$ cat config.mk
export PLATFORM = sky130hd
export DESIGN_NAME = s_axil_regfile
export DESIGN_NICKNAME = d
export VERILOG_FILES = /design/src/rtl/axil_pkg.sv /design/src/rtl/axil_skid.sv /design/src/rtl/s_axil_regfile.sv
export SDC_FILE = /design/constraint.sdc
export NUM_CORES = 1
export LEC_CHECK = 0
export BUFFER_PORTS_ARGS = -buffer_cell sky130_fd_sc_hd__buf_2
export CAP_MARGIN = 5
export CORE_AREA = 2 2 343 345
export DETAILED_ROUTE_END_ITERATION = 12
export DIE_AREA = 0 0 345 347
export MAX_ROUTING_LAYER = met4
export PLACE_DENSITY_LB_ADDON = 0.2
export SYNTH_ARGS = -nofsm -noshare
export SYNTH_HDL_FRONTEND = slang
export SYNTH_SLANG_ARGS = --single-unit
$ cat constraint.sdc
create_clock -name axi_clock -period 2.2 [get_ports axi_clock]
set_input_delay 0.22 -clock axi_clock [delete_from_list [all_inputs] [get_ports axi_clock]]
set_output_delay 0.22 -clock axi_clock [all_outputs]
set_load 0.02 [all_outputs]
$ cat src/rtl/axil_pkg.sv
// Shared AXI4-Lite definitions: response codes and the byte-offset width
// derived from the data-bus width.
package axil_pkg;

    localparam logic [1:0] RESP_OKAY   = 2'b00;
    localparam logic [1:0] RESP_SLVERR = 2'b10;

    // Number of byte-address bits below the word index.
    function automatic int byte_offs_w(input int data_width);
        return $clog2(data_width / 8);
    endfunction

endpackage

$ cat src/rtl/axil_skid.sv
// One-entry holding register for an AXI address or data channel.
// The slot is presented downstream while held, or passed straight through.
//
// Handshake (upstream and downstream alike): a beat moves on a rising edge
// only when valid and ready are both high; valid never depends on ready, and
// a producer keeps valid and its payload stable until that edge.
module axil_skid #(
    parameter int W = 8
) (
    input  logic         clk,
    input  logic         rst_n,
    input  logic         i_valid,
    output logic         o_ready,
    input  logic [W-1:0] i_data,
    output logic         o_valid,
    output logic [W-1:0] o_data,
    input  logic         i_take
);

    logic         r_full;
    logic [W-1:0] r_data;

    assign o_ready = ~r_full;
    assign o_valid = r_full | i_valid;
    assign o_data  = r_full ? r_data : i_data;

    always_ff @(posedge clk or negedge rst_n) begin
        if (!rst_n) begin
            r_full <= 1'b0;
            r_data <= '0;
        end else if (i_take) begin
            // Consumed either from the slot or directly from the input.
            r_full <= 1'b0;
        end else if (i_valid && !r_full) begin
            r_full <= 1'b1;
            r_data <= i_data;
        end
    end

endmodule

$ cat src/rtl/s_axil_regfile.sv
// AXI4-Lite slave register file with read-only status registers, per-register
// write strobes and SLVERR for writes to read-only or unimplemented words.
module s_axil_regfile
    import axil_pkg::*;
#(
    parameter int                             DATA_WIDTH = 32,
    parameter int                             ADDR_WIDTH = 4,
    parameter int                             N_REGS     = 12,
    parameter logic [N_REGS-1:0]              RO_MASK    = '0,
    parameter logic [N_REGS*DATA_WIDTH-1:0]   RESET_VAL  = '0,
    localparam int                            OFFS       = byte_offs_w(DATA_WIDTH),
    localparam int                            AW         = ADDR_WIDTH + OFFS,
    localparam int                            SW         = DATA_WIDTH / 8
) (
    input  logic                          axi_clock,
    input  logic                          rst_n,
    input  logic [AW-1:0]                 s_axil_awaddr,
    input  logic [2:0]                    s_axil_awprot,
    input  logic                          s_axil_awvalid,
    output logic                          s_axil_awready,
    input  logic [DATA_WIDTH-1:0]         s_axil_wdata,
    input  logic [SW-1:0]                 s_axil_wstrb,
    input  logic                          s_axil_wvalid,
    output logic                          s_axil_wready,
    output logic [1:0]                    s_axil_bresp,
    output logic                          s_axil_bvalid,
    input  logic                          s_axil_bready,
    input  logic [AW-1:0]                 s_axil_araddr,
    input  logic [2:0]                    s_axil_arprot,
    input  logic                          s_axil_arvalid,
    output logic                          s_axil_arready,
    output logic [DATA_WIDTH-1:0]         s_axil_rdata,
    output logic [1:0]                    s_axil_rresp,
    output logic                          s_axil_rvalid,
    input  logic                          s_axil_rready,
    output logic [N_REGS*DATA_WIDTH-1:0]  reg_out,
    input  logic [N_REGS*DATA_WIDTH-1:0]  hw_in,
    output logic [N_REGS-1:0]             wr_pulse
);

    logic                  w_aw_valid, w_w_valid, w_commit, w_wr_ok, w_rd_hit;
    logic [ADDR_WIDTH-1:0] w_aw_idx, w_ar_idx;
    logic [DATA_WIDTH-1:0] w_wdata, w_rd_data;
    logic [SW-1:0]         w_wstrb;
    logic [N_REGS-1:0]     w_wr_sel;
    logic                  w_unused_ok;

    logic                  r_bvalid, r_rvalid;
    logic [1:0]            r_bresp, r_rresp;
    logic [DATA_WIDTH-1:0] r_rdata;
    logic [N_REGS-1:0]     r_wr_pulse;

    axil_skid #(.W(ADDR_WIDTH)) u_aw_skid (
        .clk     (axi_clock),
        .rst_n   (rst_n),
        .i_valid (s_axil_awvalid),
        .o_ready (s_axil_awready),
        .i_data  (s_axil_awaddr[AW-1:OFFS]),
        .o_valid (w_aw_valid),
        .o_data  (w_aw_idx),
        .i_take  (w_commit)
    );

    axil_skid #(.W(DATA_WIDTH + SW)) u_w_skid (
        .clk     (axi_clock),
        .rst_n   (rst_n),
        .i_valid (s_axil_wvalid),
        .o_ready (s_axil_wready),
        .i_data  ({s_axil_wstrb, s_axil_wdata}),
        .o_valid (w_w_valid),
        .o_data  ({w_wstrb, w_wdata}),
        .i_take  (w_commit)
    );

    // A pending response that is not being taken this cycle blocks the commit.
    assign w_commit = w_aw_valid & w_w_valid & ~(r_bvalid & ~s_axil_bready);

    always_comb begin
        w_wr_sel = '0;
        for (int i = 0; i < N_REGS; i++) begin
            if (w_aw_idx == ADDR_WIDTH'(i) && !RO_MASK[i]) w_wr_sel[i] = 1'b1;
        end
    end
    assign w_wr_ok = |w_wr_sel;

    for (genvar g = 0; g < N_REGS; g++) begin : g_reg
        if (RO_MASK[g]) begin : g_ro
            assign reg_out[g*DATA_WIDTH +: DATA_WIDTH] = hw_in[g*DATA_WIDTH +: DATA_WIDTH];
        end else begin : g_rw
            logic [DATA_WIDTH-1:0] r_val;
            always_ff @(posedge axi_clock or negedge rst_n) begin
                if (!rst_n) begin
                    r_val <= RESET_VAL[g*DATA_WIDTH +: DATA_WIDTH];
                end else if (w_commit && w_wr_sel[g]) begin
                    for (int b = 0; b < SW; b++) begin
                        if (w_wstrb[b]) r_val[b*8 +: 8] <= w_wdata[b*8 +: 8];
                    end
                end
            end
            assign reg_out[g*DATA_WIDTH +: DATA_WIDTH] = r_val;
        end
    end

    always_ff @(posedge axi_clock or negedge rst_n) begin
        if (!rst_n) begin
            r_bvalid   <= 1'b0;
            r_bresp    <= RESP_OKAY;
            r_wr_pulse <= '0;
        end else begin
            r_wr_pulse <= w_commit ? w_wr_sel : '0;
            if (w_commit) begin
                r_bvalid <= 1'b1;
                r_bresp  <= w_wr_ok ? RESP_OKAY : RESP_SLVERR;
            end else if (s_axil_bready) begin
                r_bvalid <= 1'b0;
            end
        end
    end

    assign w_ar_idx       = s_axil_araddr[AW-1:OFFS];
    assign s_axil_arready = ~(r_rvalid & ~s_axil_rready);

    // reg_out already carries hw_in for read-only words, so one mux serves both.
    always_comb begin
        w_rd_hit  = 1'b0;
        w_rd_data = '0;
        for (int i = 0; i < N_REGS; i++) begin
            if (w_ar_idx == ADDR_WIDTH'(i)) begin
                w_rd_hit  = 1'b1;
                w_rd_data = reg_out[i*DATA_WIDTH +: DATA_WIDTH];
            end
        end
    end

    always_ff @(posedge axi_clock or negedge rst_n) begin
        if (!rst_n) begin
            r_rvalid <= 1'b0;
            r_rdata  <= '0;
            r_rresp  <= RESP_OKAY;
        end else if (s_axil_arvalid && s_axil_arready) begin
            r_rvalid <= 1'b1;
            r_rdata  <= w_rd_data;
            r_rresp  <= w_rd_hit ? RESP_OKAY : RESP_SLVERR;
        end else if (s_axil_rready) begin
            r_rvalid <= 1'b0;
        end
    end

    assign s_axil_bvalid = r_bvalid;
    assign s_axil_bresp  = r_bresp;
    assign s_axil_rvalid = r_rvalid;
    assign s_axil_rdata  = r_rdata;
    assign s_axil_rresp  = r_rresp;
    assign wr_pulse      = r_wr_pulse;

    assign w_unused_ok = ^{s_axil_awprot, s_axil_arprot, hw_in, s_axil_awaddr, s_axil_araddr};

endmodule

==> impl_metrics.xml <==
<?xml version="1.0" encoding="UTF-8"?>
<metrics>
  <group name="synth">
    <metric name="post-synth-top-area-fraction" unit="%">54.2</metric>
    <metric name="synth.distinct_cells" unit="">59</metric>
    <metric name="ys_ff_latch" unit="">474</metric>
    <metric name="synthesized_instance_count" unit="">2113</metric>
    <metric name="basic_gate_share_of_the_synthesized_area_counting_and_or_nand_and_nor_cells" unit="%">14.8</metric>
    <metric name="synth_fa_ha_area_share" unit="%">0</metric>
    <metric name="ys_top_cells_by_count" unit="">sky130_fd_sc_hd__dfrtp_1, sky130_fd_sc_hd__nor2_1, sky130_fd_sc_hd__a21oi_1</metric>
    <metric name="ys_async_sr_fraction" unit="%">100</metric>
    <metric name="syn_area" unit="um^2">21900</metric>
    <metric name="synth.area.mux_share" unit="%">10.1</metric>
    <metric name="synth-seq-area-share" unit="%">54.2</metric>
    <metric name="ys.flop_type" unit="">sky130_fd_sc_hd__dfrtp_1</metric>
    <metric name="edff_count_synth" unit="">0</metric>
    <metric name="post_synth_xor_area_fraction" unit="%">0</metric>
    <metric name="leading_post_synthesis_cells_by_cell_area" unit="">sky130_fd_sc_hd__dfrtp_1, sky130_fd_sc_hd__a21oi_1, sky130_fd_sc_hd__nor2_1</metric>
    <metric name="syn-mean-instance-area" unit="um^2">10.4</metric>
    <metric name="post-synth-top-area-cell" unit="">sky130_fd_sc_hd__dfrtp_1</metric>
    <metric name="synth_compound_gate_area_share" unit="%">16.2</metric>
    <metric name="largest_family_of_logic_cells_by_synthesized_area" unit="">compound AO/OA/AOI/OAI gates</metric>
    <metric name="synthMostInstantiatedCell" unit="">sky130_fd_sc_hd__dfrtp_1</metric>
    <metric name="yosys_warnings" unit="">0</metric>
  </group>
  <group name="die">
    <metric name="initial_core_util" unit="%">18.9</metric>
    <metric name="floorplan.rows" unit="">125</metric>
    <metric name="standard_cell_core_area" unit="um^2">116000</metric>
    <metric name="pin_count" unit="">882</metric>
    <metric name="die_w" unit="um">345</metric>
    <metric name="die_y" unit="um">347</metric>
    <metric name="die_area" unit="um^2">120000</metric>
  </group>
  <group name="sta">
    <metric name="finalSetupViolations" unit="">0</metric>
    <metric name="timing.slew.headroom" unit="%">31.8</metric>
    <metric name="fin_setup_tns" unit="ns">0</metric>
    <metric name="holdWs" unit="ns">0.0978</metric>
    <metric name="maxClockFrequency" unit="MHz">476</metric>
    <metric name="grt_setup_unrepaired" unit="">false</metric>
    <metric name="final_period_minus_worst_setup_slack" unit="ns">2.10</metric>
    <metric name="final_min_period_over_clock_period" unit="%">95.5</metric>
    <metric name="fin_worst_skew" unit="ns">0.0362</metric>
    <metric name="worst_pin_slew" unit="ns">1.02</metric>
    <metric name="hold_violations" unit="">0</metric>
    <metric name="final_max_slew_viol_count" unit="">0</metric>
  </group>
  <group name="setup_path">
    <metric name="worst_setup_path_end_kind" unit="">flop</metric>
    <metric name="cp_data_arrival_time" unit="ns">2.62</metric>
    <metric name="timing_worst_setup_path_type" unit="">flop to flop</metric>
    <metric name="required" unit="ns">2.72</metric>
    <metric name="timing.critical_path.from_type" unit="">flop</metric>
    <metric name="crit_path_max_fanout" unit="">16</metric>
  </group>
  <group name="flow_run">
    <metric name="max-cap-violations" unit="">0</metric>
  </group>
  <group name="outcome">
    <metric name="status" unit="">finished, final reports clean</metric>
  </group>
  <group name="place">
    <metric name="placedInstanceArea" unit="um^2">28000</metric>
    <metric name="place.gp.congestion" unit="">0.857</metric>
    <metric name="port_buffers" unit="">485</metric>
    <metric name="detailedPlacementHpwl" unit="um">85000</metric>
  </group>
  <group name="final_layout">
    <metric name="layout-drive-gt1-share" unit="%">34.2</metric>
    <metric name="synthesis_to_finish_area_growth" unit="%">39.7</metric>
    <metric name="postLayoutCellArea" unit="um^2">30600</metric>
    <metric name="nNetsFinal" unit="">3209</metric>
  </group>
  <group name="route">
    <metric name="vias" unit="">18900</metric>
    <metric name="vias_per_cell" unit="">4.37</metric>
    <metric name="ant_nets" unit="">0</metric>
    <metric name="totalWireLength" unit="um">110000</metric>
    <metric name="wl_per_cell" unit="um">25.4</metric>
    <metric name="dr.first_iter.drc_count" unit="">1080</metric>
    <metric name="detailed_routing_iteration_count_for_the_pre_antenna_repair_pass" unit="">5</metric>
    <metric name="post_route_drc_violation_count" unit="">0</metric>
  </group>
  <group name="clock_tree">
    <metric name="h-tree-depth" unit="">2</metric>
    <metric name="buffer_levels_on_the_longest_clock_path" unit="">3</metric>
    <metric name="cts_num_sinks" unit="">474</metric>
    <metric name="clk_root_buffer_cell" unit="">sky130_fd_sc_hd__clkbuf_16</metric>
    <metric name="clock_latency" unit="ns">0.67</metric>
    <metric name="clk_pin_slew" unit="ns">0.06</metric>
    <metric name="tritoncts" unit="">yes</metric>
    <metric name="numCtsBuffers" unit="">59</metric>
  </group>
  <group name="global_route">
    <metric name="antenna_found_initial" unit="">6</metric>
    <metric name="grt_use_total" unit="%">18.7</metric>
    <metric name="grt_pass1_wl" unit="um">156000</metric>
    <metric name="overflow" unit="">0</metric>
    <metric name="grt_pass1_vias" unit="">19400</metric>
    <metric name="grt_max_degree" unit="">65</metric>
  </group>
  <group name="power">
    <metric name="vdd_ir_drop_max" unit="V">0.000920</metric>
    <metric name="leakagePower" unit="nW">14.0</metric>
    <metric name="power.density_cell_area" unit="nW/um^2">1550</metric>
  </group>
  <group name="min_path">
    <metric name="timing.hold.worst.class" unit="">input pin to async pin</metric>
  </group>
</metrics>
[report_power, final]
| group | internal, W | switching, W | total [W] |
|---|---|---|---|
| Combinational | 0.00706 | 0.0138 | 0.0209 |
| Clock | 0.00591 | 0.00413 | 0.0100 |
| Sequential | 0.0127 | 0.00382 | 0.0165 |
| Total | 0.0257 | 0.0217 | 0.0474 |
[registers in the layout, summed over array words and instances, names as in the netlist]
name,flops
u_aw_skid.r_full,1
s_axil_bresp,1
u_w_skid.r_full,1
s_axil_rvalid,1
wr_pulse,12
g.g_rw.r_val,384
s_axil_rresp,1
u_aw_skid.r_data,4
s_axil_rdata,32
s_axil_bvalid,1
u_w_skid.r_data,36
[per-layer routing]
layer | track usage, % | vias to the layer above | part of all wire (%) | wire length [um]
met4 | 3.24 | 0 | 1.4 | 1530
met3 | 5.78 | 94 | 7.7 | 8520
met1 | 25.2 | 9418 | 47 | 52100
li1 | - | 8851 | - | -
met5 | - | - | 0 | 0
met2 | 27.6 | 582 | 43 | 47900
[cell families after synthesis]
family | count (synthesis)
buf+inv | 201
simple gates | 623
other cells | 1
compound gates | 625
flops | 474
mux | 189
[area by class of cell]
class / instances / area (um^2)
Fill cell: 12500 / 85200
Antenna cell: 4 / 10.0
Clock inverter: 24 / 244
Timing Repair Buffer: 776 / 5580
Sequential cell: 474 / 11900
Clock buffer: 85 / 1760
Multi-Input combinational cell: 1439 / 9150
Inverter: 14 / 52.6
Tap cell: 1524 / 1910
[layout by cell type, fill, tap and decap left out, types with 19 or more instances in the layout]
cell                            instances
sky130_fd_sc_hd__a211oi_1              22
sky130_fd_sc_hd__nand2_1              122
sky130_fd_sc_hd__o221ai_1              20
sky130_fd_sc_hd__mux2_2                37
sky130_fd_sc_hd__a21oi_1              328
sky130_fd_sc_hd__o21ai_0               55
sky130_fd_sc_hd__dfrtp_1              472
sky130_fd_sc_hd__clkbuf_8              19
sky130_fd_sc_hd__dlygate4sd3_1         46
sky130_fd_sc_hd__buf_12                64
sky130_fd_sc_hd__mux4_2                19
sky130_fd_sc_hd__nor2_1               366
sky130_fd_sc_hd__buf_2                482
sky130_fd_sc_hd__nor4_4                36
sky130_fd_sc_hd__nor3_1                19
sky130_fd_sc_hd__mux2_1                30
sky130_fd_sc_hd__buf_4                175
sky130_fd_sc_hd__o22ai_1               31
sky130_fd_sc_hd__mux2i_1               99
sky130_fd_sc_hd__o21ai_1               96
sky130_fd_sc_hd__clkbuf_16             59
[worst paths after layout]
| kind | start | endpoint | slack [ns] | depth (start not counted) |
|---|---|---|---|---|
| max | u_aw_skid.r_full | g_reg[7].g_rw.r_val[26] | 0.10 | 8 |
| min | rst_n | g_reg[10].g_rw.r_val[16] | 0.1 | 2 |
| max reg2reg | u_aw_skid.r_full | g_reg[7].g_rw.r_val[26] | 0.10 | 8 |
| min reg2reg | u_w_skid.r_data[12] | u_w_skid.r_data[12] | 0.49 | 1 |
| max in group asynchronous | rst_n | g_reg[11].g_rw.r_val[10] | 1.31 | 3 |
| min in group axi_clock | s_axil_araddr[3] | s_axil_rdata[3] | 0.13 | 4 |
[timing repair]
item,4_1_cts,5_1_grt
buffers inserted,1,1
endpoints found under the setup margin,4,77
hold endpoints to repair,510,0
resized for setup,1,12
pin swaps,0,1
hold buffers,46,0
[through the flow]
stage                     power [W]  worst slack [ns]  instances  util [%]
after CTS                    0.0481            0.0318       4335      26.4
after detailed placement     0.0377            0.0368       4179      24.2
after floorplan              0.0271             0.156       2114         -
after global routing         0.0504            0.0121       4338      26.4
final                        0.0474             0.100       4340      26.4
after global placement       0.0376            0.0368       4179      24.2
[critical path, cell delays in order, from the launching register on]
cell                      delay [ns]
sky130_fd_sc_hd__dfrtp_2        0.45
sky130_fd_sc_hd__nor3b_1        0.20
sky130_fd_sc_hd__buf_4          0.15
sky130_fd_sc_hd__a31oi_4        0.07
sky130_fd_sc_hd__buf_12         0.21
sky130_fd_sc_hd__or4_1          0.46
sky130_fd_sc_hd__buf_4          0.23
sky130_fd_sc_hd__nand2_1        0.10
sky130_fd_sc_hd__o21ai_1        0.06
Power figures use the tool's default switching activity.
